**config.mk**
```make
export PLATFORM = sky130hd
export DESIGN_NAME = vga_rx_monitor
export DESIGN_NICKNAME = d
export VERILOG_FILES = /design/src/rtl/vga_pkg.sv /design/src/rtl/vga_rx_axis.sv /design/src/rtl/vga_rx_monitor.sv
export SDC_FILE = /design/constraint.sdc
export NUM_CORES = 1
export LEC_CHECK = 0
export BUFFER_PORTS_ARGS = -buffer_cell sky130_fd_sc_hd__buf_2
export CAP_MARGIN = 15
export CELL_PAD_IN_SITES_DETAIL_PLACEMENT = 0
export CELL_PAD_IN_SITES_GLOBAL_PLACEMENT = 1
export CORE_UTILIZATION = 35
export CTS_CLUSTER_DIAMETER = 150
export DETAILED_ROUTE_END_ITERATION = 10
export PLACE_DENSITY_LB_ADDON = 0.1
export SYNTH_ARGS = -nofsm -noshare
export SYNTH_HDL_FRONTEND = slang
export SYNTH_SLANG_ARGS = --single-unit
```
**constraint.sdc**
```tcl
create_clock -name VGA_CLK -period 6.12 [get_ports VGA_CLK]
set_input_delay 0.612 -clock VGA_CLK [delete_from_list [all_inputs] [get_ports VGA_CLK]]
set_output_delay 0.612 -clock VGA_CLK [all_outputs]
set_load 0.02 [all_outputs]
```
**src/rtl/vga_pkg.sv**
```systemverilog
// Shared definitions for the VGA receive monitor: FSM state encoding, default
// 640x480@60 timing constants and CRC-16-CCITT constants.
package vga_pkg;

   typedef enum logic [1:0] {
      SEARCH  = 2'd0,
      MEASURE = 2'd1,
      LOCKED  = 2'd2
   } rx_state_e;

   localparam int H_TOTAL_DEF     = 800;
   localparam int V_TOTAL_DEF     = 525;
   localparam int H_SYNC_DEF      = 96;
   localparam int V_SYNC_DEF      = 2;
   localparam int H_ACT_START_DEF = 144;
   localparam int V_ACT_START_DEF = 35;
   localparam int H_ACTIVE_DEF    = 640;
   localparam int V_ACTIVE_DEF    = 480;

   localparam logic [15:0] CRC_POLY = 16'h1021;
   localparam logic [15:0] CRC_INIT = 16'hFFFF;

   // One 24-bit {R,G,B} word folded into the CRC, MSB first.
   function automatic logic [15:0] crc16_step(input logic [15:0] crc, input logic [23:0] data);
      logic [15:0] c;
      c = crc;
      for (int i = 23; i >= 0; i--) begin
         if (c[15] ^ data[i]) c = {c[14:0], 1'b0} ^ CRC_POLY;
         else                 c = {c[14:0], 1'b0};
      end
      return c;
   endfunction

endpackage

```
**src/rtl/vga_rx_axis.sv**
```systemverilog
// One timing axis of the VGA receiver: sync edge detect, position counter,
// sync low-width counter and period check. Used for both horizontal and vertical.
module vga_rx_axis #(
   parameter int TOTAL = 800,
   parameter int SYNC  = 96,
   parameter int W     = 10
) (
   input  logic         clk_i,
   input  logic         rst_i,
   input  logic         sync_i,
   input  logic         step_i,
   output logic         fall_o,
   output logic [W-1:0] pos_o,
   output logic [W-1:0] len_o,
   output logic         len_bad_o,
   output logic         width_bad_o
);

   localparam logic [W-1:0] LAST   = W'(TOTAL - 1);
   localparam logic [W-1:0] SYNC_W = W'(SYNC);

   logic         sync_q;
   logic         rise;
   logic [W-1:0] cnt_q, cnt_d;
   logic [W-1:0] wid_q, wid_d;
   logic [W-1:0] len_q, len_d;

   assign fall_o = sync_q & ~sync_i;
   assign rise   = ~sync_q & sync_i;

   always_comb begin
      cnt_d = cnt_q;
      wid_d = wid_q;
      len_d = len_q;
      if (fall_o) begin
         cnt_d = '0;
         wid_d = W'(1);
         len_d = cnt_q + 1'b1;
      end else begin
         if (step_i) cnt_d = cnt_q + 1'b1;
         if (!sync_i && step_i && wid_q != '1) wid_d = wid_q + 1'b1;
      end
   end

   always_ff @(posedge clk_i or posedge rst_i) begin
      if (rst_i) begin
         sync_q <= 1'b0;
         cnt_q  <= '0;
         wid_q  <= '0;
         len_q  <= '0;
      end else begin
         sync_q <= sync_i;
         cnt_q  <= cnt_d;
         wid_q  <= wid_d;
         len_q  <= len_d;
      end
   end

   // pos_o is the position of the sample being taken this clock.
   assign pos_o       = cnt_d;
   assign len_o       = len_q;
   assign len_bad_o   = fall_o & (cnt_q != LAST);
   assign width_bad_o = rise & (wid_q != SYNC_W);

endmodule

```
**src/rtl/vga_rx_monitor.sv**
```systemverilog
// VGA sink monitor: locks to HS/VS timing, rebuilds active coordinates, captures a
// probe pixel and counts timing errors. Optional frame CRC under VGA_RX_CRC_EN.
module vga_rx_monitor
   import vga_pkg::*;
#(
   parameter int H_TOTAL     = H_TOTAL_DEF,
   parameter int V_TOTAL     = V_TOTAL_DEF,
   parameter int H_SYNC      = H_SYNC_DEF,
   parameter int V_SYNC      = V_SYNC_DEF,
   parameter int H_ACT_START = H_ACT_START_DEF,
   parameter int V_ACT_START = V_ACT_START_DEF,
   parameter int H_ACTIVE    = H_ACTIVE_DEF,
   parameter int V_ACTIVE    = V_ACTIVE_DEF
) (
   input  logic        VGA_CLK,
   input  logic        reset,
   input  logic        VGA_HS,
   input  logic        VGA_VS,
   input  logic [7:0]  VGA_R,
   input  logic [7:0]  VGA_G,
   input  logic [7:0]  VGA_B,
   input  logic [9:0]  probe_x,
   input  logic [9:0]  probe_y,
   output logic        locked,
   output logic        rx_active,
   output logic [9:0]  rx_x,
   output logic [9:0]  rx_y,
   output logic [9:0]  line_len,
   output logic [9:0]  frame_lines,
   output logic [7:0]  probe_r,
   output logic [7:0]  probe_g,
   output logic [7:0]  probe_b,
   output logic        frame_done,
   output logic [7:0]  err_count,
   output logic [15:0] frame_crc
);

   localparam int               TO_W    = 12;
   localparam logic [TO_W-1:0]  TO_LOAD = TO_W'(2 * H_TOTAL - 1);
   localparam logic [9:0]       HA0     = 10'(H_ACT_START);
   localparam logic [9:0]       HA1     = 10'(H_ACT_START + H_ACTIVE);
   localparam logic [9:0]       VA0     = 10'(V_ACT_START);
   localparam logic [9:0]       VA1     = 10'(V_ACT_START + V_ACTIVE);

   logic            h_fall, v_fall;
   logic            h_len_bad, v_len_bad, h_wid_bad, v_wid_bad;
   logic [9:0]      hpos, vpos;
   logic            sync_err, timeout, act, hit;
   logic [TO_W-1:0] to_q;

   rx_state_e       state_q;
   logic            frame_ok_q;
   logic [7:0]      err_q;

   logic            rx_active_q, frame_done_q, hit_q;
   logic [9:0]      rx_x_q, rx_y_q, px_q, py_q;
   logic [23:0]     hold_q, probe_q;

   vga_rx_axis #(.TOTAL(H_TOTAL), .SYNC(H_SYNC), .W(10)) u_h_axis (
      .clk_i       (VGA_CLK),
      .rst_i       (reset),
      .sync_i      (VGA_HS),
      .step_i      (1'b1),
      .fall_o      (h_fall),
      .pos_o       (hpos),
      .len_o       (line_len),
      .len_bad_o   (h_len_bad),
      .width_bad_o (h_wid_bad)
   );

   vga_rx_axis #(.TOTAL(V_TOTAL), .SYNC(V_SYNC), .W(10)) u_v_axis (
      .clk_i       (VGA_CLK),
      .rst_i       (reset),
      .sync_i      (VGA_VS),
      .step_i      (h_fall),
      .fall_o      (v_fall),
      .pos_o       (vpos),
      .len_o       (frame_lines),
      .len_bad_o   (v_len_bad),
      .width_bad_o (v_wid_bad)
   );

   assign sync_err = h_len_bad | v_len_bad | h_wid_bad | v_wid_bad;

   // Line-loss watchdog; parks at zero once expired until HS returns.
   always_ff @(posedge VGA_CLK or posedge reset) begin
      if (reset)            to_q <= '0;
      else if (h_fall)      to_q <= TO_LOAD;
      else if (to_q != '0)  to_q <= to_q - 1'b1;
   end

   assign timeout = (to_q == '0) & ~h_fall;

   always_ff @(posedge VGA_CLK or posedge reset) begin
      if (reset) begin
         state_q    <= SEARCH;
         frame_ok_q <= 1'b0;
         err_q      <= '0;
      end else if (timeout) begin
         state_q    <= SEARCH;
         frame_ok_q <= 1'b0;
      end else begin
         case (state_q)
            SEARCH: begin
               if (v_fall) begin
                  state_q    <= MEASURE;
                  frame_ok_q <= 1'b1;
               end
            end
            MEASURE: begin
               if (v_fall) begin
                  if (frame_ok_q && !sync_err) state_q <= LOCKED;
                  frame_ok_q <= 1'b1;
               end else if (sync_err) begin
                  frame_ok_q <= 1'b0;
               end
            end
            LOCKED: begin
               if (sync_err) begin
                  state_q    <= MEASURE;
                  // An error mid-frame spoils the frame in progress.
                  frame_ok_q <= v_fall;
                  if (err_q != 8'hFF) err_q <= err_q + 8'd1;
               end
            end
            default: state_q <= SEARCH;
         endcase
      end
   end

   assign locked    = (state_q == LOCKED);
   assign err_count = err_q;

   assign act = locked && (hpos >= HA0) && (hpos < HA1) && (vpos >= VA0) && (vpos < VA1);
   assign hit = act && ((hpos - HA0) == px_q) && ((vpos - VA0) == py_q);

   always_ff @(posedge VGA_CLK or posedge reset) begin
      if (reset) begin
         rx_active_q  <= 1'b0;
         rx_x_q       <= '0;
         rx_y_q       <= '0;
         frame_done_q <= 1'b0;
         px_q         <= '0;
         py_q         <= '0;
         hit_q        <= 1'b0;
         hold_q       <= '0;
         probe_q      <= '0;
      end else begin
         rx_active_q  <= act;
         rx_x_q       <= act ? hpos - HA0 : 10'd0;
         rx_y_q       <= act ? vpos - VA0 : 10'd0;
         frame_done_q <= v_fall;
         if (v_fall) begin
            px_q  <= probe_x;
            py_q  <= probe_y;
            hit_q <= 1'b0;
            if (hit_q) probe_q <= hold_q;
         end else if (hit) begin
            hold_q <= {VGA_R, VGA_G, VGA_B};
            hit_q  <= 1'b1;
         end
      end
   end

   assign rx_active  = rx_active_q;
   assign rx_x       = rx_x_q;
   assign rx_y       = rx_y_q;
   assign frame_done = frame_done_q;
   assign probe_r    = probe_q[23:16];
   assign probe_g    = probe_q[15:8];
   assign probe_b    = probe_q[7:0];

`ifdef VGA_RX_CRC_EN
   logic [15:0] crc_q, frame_crc_q;

   always_ff @(posedge VGA_CLK or posedge reset) begin
      if (reset) begin
         crc_q       <= CRC_INIT;
         frame_crc_q <= '0;
      end else if (v_fall) begin
         frame_crc_q <= crc_q;
         crc_q       <= CRC_INIT;
      end else if (act) begin
         crc_q <= crc16_step(crc_q, {VGA_R, VGA_G, VGA_B});
      end
   end

   assign frame_crc = frame_crc_q;
`else
   assign frame_crc = 16'h0000;
`endif

endmodule
```
### Yosys cells after proc, flatten, opt, wreduce, memory -nomap -nowiden

Cells that the tools add are included.
W data, S select, Z words.

| word-level totals | value |
|---|---|
| register bits after elaboration | 176 |
| output and inout port bits | 91 |

| cells by class | value |
|---|---|
| add/sub/neg operators | 8 |
| order comparisons | 4 |
| eq/ne operators | 16 |
| mux-type cells | 25 |
| bitwise logic cells | 19 |
| reduce and logical (&&, ||, !) cells | 26 |

Operators with widths:

| cell | number |
|---|---|
| $mux W10 | 9 |
| $add A10 B1 Y10 const B | 4 |
| $ne A10 B10 Y1 const B | 4 |
| $mux W12 | 2 |
| $eq A10 B10 Y1 | 2 |
| $lt A10 B10 Y1 const B | 2 |
| $logic_not A12 Y1 | 1 |
| $reduce_and A4 Y1 | 3 |
| $reduce_bool A12 Y1 | 1 |
| $sub A12 B1 Y12 const B | 1 |
| $ge A10 B6 Y1 const B | 1 |
| $ge A10 B8 Y1 const B | 1 |
| $logic_and A1 B1 Y1 | 10 |
| $mux W2 | 5 |
| $ne A10 B2 Y1 const B | 1 |
| $ne A10 B7 Y1 const B | 1 |
| $sub A10 B6 Y10 const B | 1 |
| $sub A10 B8 Y10 const B | 1 |
| $and A1 B1 Y1 | 9 |
| $add A8 B1 Y8 const B | 1 |
| $ne A8 B8 Y1 const B | 1 |
| $reduce_bool A2 Y1 | 4 |
| $mux W1 | 7 |
| $not A1 Y1 | 7 |
| 13 further kinds | 19 |

### Longest topological paths before layout

| depth | value |
|---|---|
| word-level depth | 12 |
| mapped depth | 17 |
| gate-level depth less buffers | 15 |

### Cells and area by module

Synthesis repeated with hierarchy kept, for this count alone.

| unflattened totals | value |
|---|---|
| cells, all modules | 761 |
| area total of the unflattened synthesis | 8,494.4 um^2 |

Modules (own cells, without submodules):

| module | times used | cells each | area an instance (um^2) |
|---|---|---|---|
| vga_rx_monitor | 1 | 427 | 5,250.0 |
| vga_rx_axis (u_v_axis) | 1 | 170 | 1,637.8 |
| vga_rx_axis (u_h_axis) | 1 | 164 | 1,606.5 |

### Worst setup path after synthesis

OpenSTA, ideal clock, no wires.

| timing path | value |
|---|---|
| path type | input -> register |
| from | input VGA_VS |
| to | register hold_q[10] |
| setup time | 0.125 ns |
| data arrival time | 4.166 ns |
| path slack | 1.829 ns |
| cell stages on the path | 16 |
| cells stage by stage | nand2b_1 clkbuf_1 clkinv_1 clkbuf_1 clkbuf_1 a21oi_1 ha_1 clkbuf_1 a21oi_1 a31o_2 mux4_2 a21oi_1 xnor2_1 nand4_4 buf_6 mux2_4 |

| between the ends | value |
|---|---|
| cells in the longest elaborated chain, start to end | 9 |
| elaborated cells on any way between the ends | 13 |

RTL lines:

| element | line | RTL |
|---|---|---|
| start: declaration | vga_rx_monitor.sv:18 | `input logic VGA_VS,` |
| $not A1 Y1 * | vga_rx_axis.sv:28 | `assign fall_o = sync_q & ~sync_i;` |
| $and A1 B1 Y1 * | vga_rx_axis.sv:28 |  |
| $mux W10 * | vga_rx_axis.sv:35 | `if (fall_o) begin` |
| via u_v_axis.pos_o[1] | vga_rx_axis.sv:13 | `output logic [W-1:0] pos_o,` |
| parallel branches: the longest is 4 deep, another holds $sub A10 B6 Y10 | n/a |  |
| $logic_and A1 B1 Y1 * | vga_rx_monitor.sv:135 | `assign hit = act && ((hpos - HA0) == px_q) && ((vpos - VA0) == py_q);` |
| $reduce_and A2 Y1 (no source line) * | n/a |  |
| end signal: assignment | vga_rx_monitor.sv:159 | `hold_q <= {VGA_R, VGA_G, VGA_B};` |
| end: declaration | vga_rx_monitor.sv:57 | `logic [23:0] hold_q, probe_q;` |

Mark *: on every way through the listed nets, which the timed path passes.
A chain may end at the register's enable or synchronous reset.

### Worst setup path in the final report

| timing path | value |
|---|---|
| from | register u_h_axis.cnt_q[0] |
| to | register hold_q[8] |

| between the ends | value |
|---|---|
| cells in the longest elaborated chain, start to end | 10 |
| elaborated cells on any way between the ends | 13 |

RTL lines:

| element | line | RTL |
|---|---|---|
| start: declaration | vga_rx_axis.sv:24 | `logic [W-1:0] cnt_q, cnt_d;` |
| start signal: assignment | vga_rx_axis.sv:53 | `cnt_q <= cnt_d;` |
| $add A10 B1 Y10 * | vga_rx_axis.sv:40 | `if (step_i) cnt_d = cnt_q + 1'b1;` |
| $mux W10 * | vga_rx_axis.sv:35 |  |
| via hpos[4] | vga_rx_monitor.sv:47 | `logic [9:0] hpos, vpos;` |
| parallel branches: the longest is 5 deep, another holds $sub A10 B8 Y10 | n/a |  |
| $logic_and A1 B1 Y1 * (2 in series) | vga_rx_monitor.sv:135 |  |
| $reduce_and A2 Y1 (no source line) * | n/a |  |

Marks and branches as above.

==> impl_metrics.ini <==
[status]
status = finished clean

[drt]
routed_wl_um = 20500
drt-pass1-iter-count = 5
drt_iter0_markers = 438
vias_per_cell = 4.97
drc = 0
wl_per_cell_um = 16.5
num_vias = 6181
ant_nets = 0

[layout]
area_growth_pct = 17.3
final_layout_size_suffix_gt1_share_pct = 25.4
multiInputGateArea_um2 = 3840
antenna_cells = 0
nets = 976
final_cell_count_no_fill = 1243
fill_cells = 2401
seq_area_um2 = 4400

[logic_synthesis]
synth_compound_area_share_pct = 8.03
ys_warn_count = 0
synth-simple-area-share_pct = 17.8
synth_area_per_cell_um2 = 10.7
ys_async_sr_fraction_pct = 100
synth-xor-area-share_pct = 7.44
synth_area_um2 = 8540
synthMuxAreaShare_pct = 8.51
synth_top_family_by_area = simple AND/OR/NAND/NOR gates
ys_ff_latch = 176
synth_edf_count = 0
synth-seq-area-share_pct = 51.6
synthFlopType = dfrtp_1
syn_inst = 799
synthAdderAreaFrac_pct = 2.49
ys_types = 79

[sta]
post-route-period-util_pct = 74.1
slew_headroom_pct = 27.6
slew_viol_final = 0
rsz0062_at_grt = no
tightest_slew_ns = 1.08
finalCriticalPeriod_ns = 4.53
fmax_ghz = 0.221
finalHoldViolCount = 0
fin_tns_setup_ns = 0
finalClockSkew_ns = 0.0129
setup_violations = 0

[die]
dieHeight_um = 158
ioPinCount = 139
start_util_pct = 36.1
die_w_um = 158
row_count = 56
dieArea_um2 = 25000
core_um2 = 23700

[setup_path]
r2r-start = u_h_axis.cnt_q[0]
endpoint_kind = register
startpoint = u_h_axis.cnt_q[0]
path_max_fanout = 25
critPathLaunchType = register
arrival_ns = 4.86
path_class = reg -> reg
required_ns = 6.44

[clock_network]
clk_pin_slew_worst_paths_ns = 0.08
cts_inserted_buffers = 17
cts_htree_levels = 4
clock_sinks = 176
clockBufferDepth = 2
cts_setup_buffers = 0
cts_tree = built
clk_root_buffer_cell = clkbuf_16
clock_latency_ns = 0.44
cts_resized = 0
hold_buffers = 0

[hold_path]
hp-class = in -> async

[placement]
dp.cells = 1210
port_buffers = 122
gp_congestion = 0.783
hpwl_um = 14200

[global_route]
antenna_found_initial = 0
grt_start_max_net_pins = 94
grt.total_usage_pct = 17.1
grt_overflow = 0
first_global_vias = 6088
grt_pass1_wl_um = 32700

[pwr]
leakagePower_nw = 5.01
ir_drop_uv = 220
power_per_cell_area_nw_per_um2 = 298

[run]
cap_violations = 0
[registers in the layout (all words and copies together) (netlist names), 2 cells and up]
| register | count |
|---|---|
| state_q | 2 |
| px_q | 10 |
| u_h_axis.len_o | 10 |
| u_v_axis.len_o | 10 |
| rx_y | 10 |
| py_q | 10 |
| u_h_axis.cnt_q | 10 |
| err_count | 8 |
| to_q | 12 |
| hold_q | 24 |
| u_v_axis.cnt_q | 10 |
| probe_q | 24 |
| u_h_axis.wid_q | 10 |
| u_v_axis.wid_q | 10 |
| rx_x | 10 |
[through the flow]
step                      total power, mW  hold slack (ns)  setup WS, ns  utilization, %  instance area (µm²)
after global routing                 3.14            0.310          1.18            42.3                10000
final                                2.98            0.322          1.59            42.3                10000
after CTS                            3.03            0.313          1.53            42.2                10000
after detailed placement             1.87            0.464          1.33            39.6                 9370
after global placement               1.86            0.461          1.50            39.6                 9370
after floorplan                      1.72            0.446         0.734               -                 8600
[cells in the final DEF (no fill, tap or decap), types with 19 or more instances in the layout]
cell type  synthesis  layout
mux2_2            31      31
dfrtp_1          176     176
buf_2              7     122
mux2_4            19      19
o21ai_0           32      32
nor3_1            27      27
xor2_1            30      30
nor2_1            62      62
xnor2_1           40      40
nand2_1          122     122
[area by class of cell]
type / instances / area share, %
Sequential cell: 176 / 44.0
Multi-Input combinational cell: 569 / 38.4
Timing Repair Buffer: 128 / 6.67
Clock buffer: 17 / 4.25
Tap cell: 319 / 3.98
Clock inverter: 15 / 2.04
Inverter: 19 / 0.762
[cells in the mapped netlist, drive strengths merged, types with 9 or more instances]
| cell | count | area [µm²] |
|---|---|---|
| dfrtp | 176 | 4400 |
| o21ai | 34 | 170 |
| xor2 | 30 | 263 |
| nor4 | 9 | 71.3 |
| nor2 | 62 | 233 |
| xnor2 | 40 | 350 |
| inv | 18 | 67.6 |
| nand2 | 122 | 458 |
| and2 | 10 | 62.6 |
| mux2 | 50 | 634 |
| a21oi | 21 | 131 |
| nor3 | 28 | 145 |
| nand3 | 16 | 80.1 |
| ha | 17 | 213 |
| nand4 | 14 | 109 |
| buf | 28 | 196 |
| clkbuf | 22 | 85.1 |
[worst max-delay path, cell delays in order (launching register included)]
cell and delay, ns:
dfrtp_1 0.56, ha_1 0.27, nand3_1 0.15, xor2_1 0.37, nor2_1 0.17, inv_1 0.10
ha_1 0.27, xor2_1 0.26, nor2_1 0.09, a31oi_1 0.19, o211ai_1 0.12, nor4_1 0.30
o2111ai_1 0.24, nor4_4 0.24, nand4_4 0.55, mux2_4 0.51
[routing by layer]
metal | vias up | GRT usage [%] | part of all wire [%]
li1 | 2940 | - | -
met1 | 3067 | 23.6 | 48
met2 | 147 | 27.0 | 46
met3 | 27 | 3.59 | 4.6
met4 | 0 | 5.04 | 1.3
met5 | - | 0 | 0
[final timing paths]
path / end / slack, ns / depth (start not counted)
min in group VGA_CLK: u_v_axis.sync_q / 0.32 / 1
min reg2reg: u_h_axis.len_o[9] / 0.48 / 2
min: u_h_axis.len_o[6] / 0.32 / 2
max: hold_q[8] / 1.59 / 15
max in group asynchronous: frame_done / 4.37 / 4
max reg2reg: hold_q[8] / 1.59 / 15
[power by group]
| group | internal [mW] | switching [mW] | total (mW) |
|---|---|---|---|
| registers | 1.25 | 0.0984 | 1.35 |
| clock network | 0.566 | 0.571 | 1.14 |
| logic | 0.192 | 0.301 | 0.493 |
| total | 2.01 | 0.970 | 2.98 |
[logic make-up (layout without fill, tap and decap cells)]
family / Yosys count / count (layout)
xor gates and xnor gates: 71 / 71
and+or+nand+nor: 309 / 309
buffers and inverters: 69 / 179
other: 1 / 16
adders and majority gates: 17 / 17
DFF: 176 / 176
muxes: 58 / 58
AOI/OAI and AO/OA: 98 / 98
No activity file was read; power rests on OpenSTA's default activity.
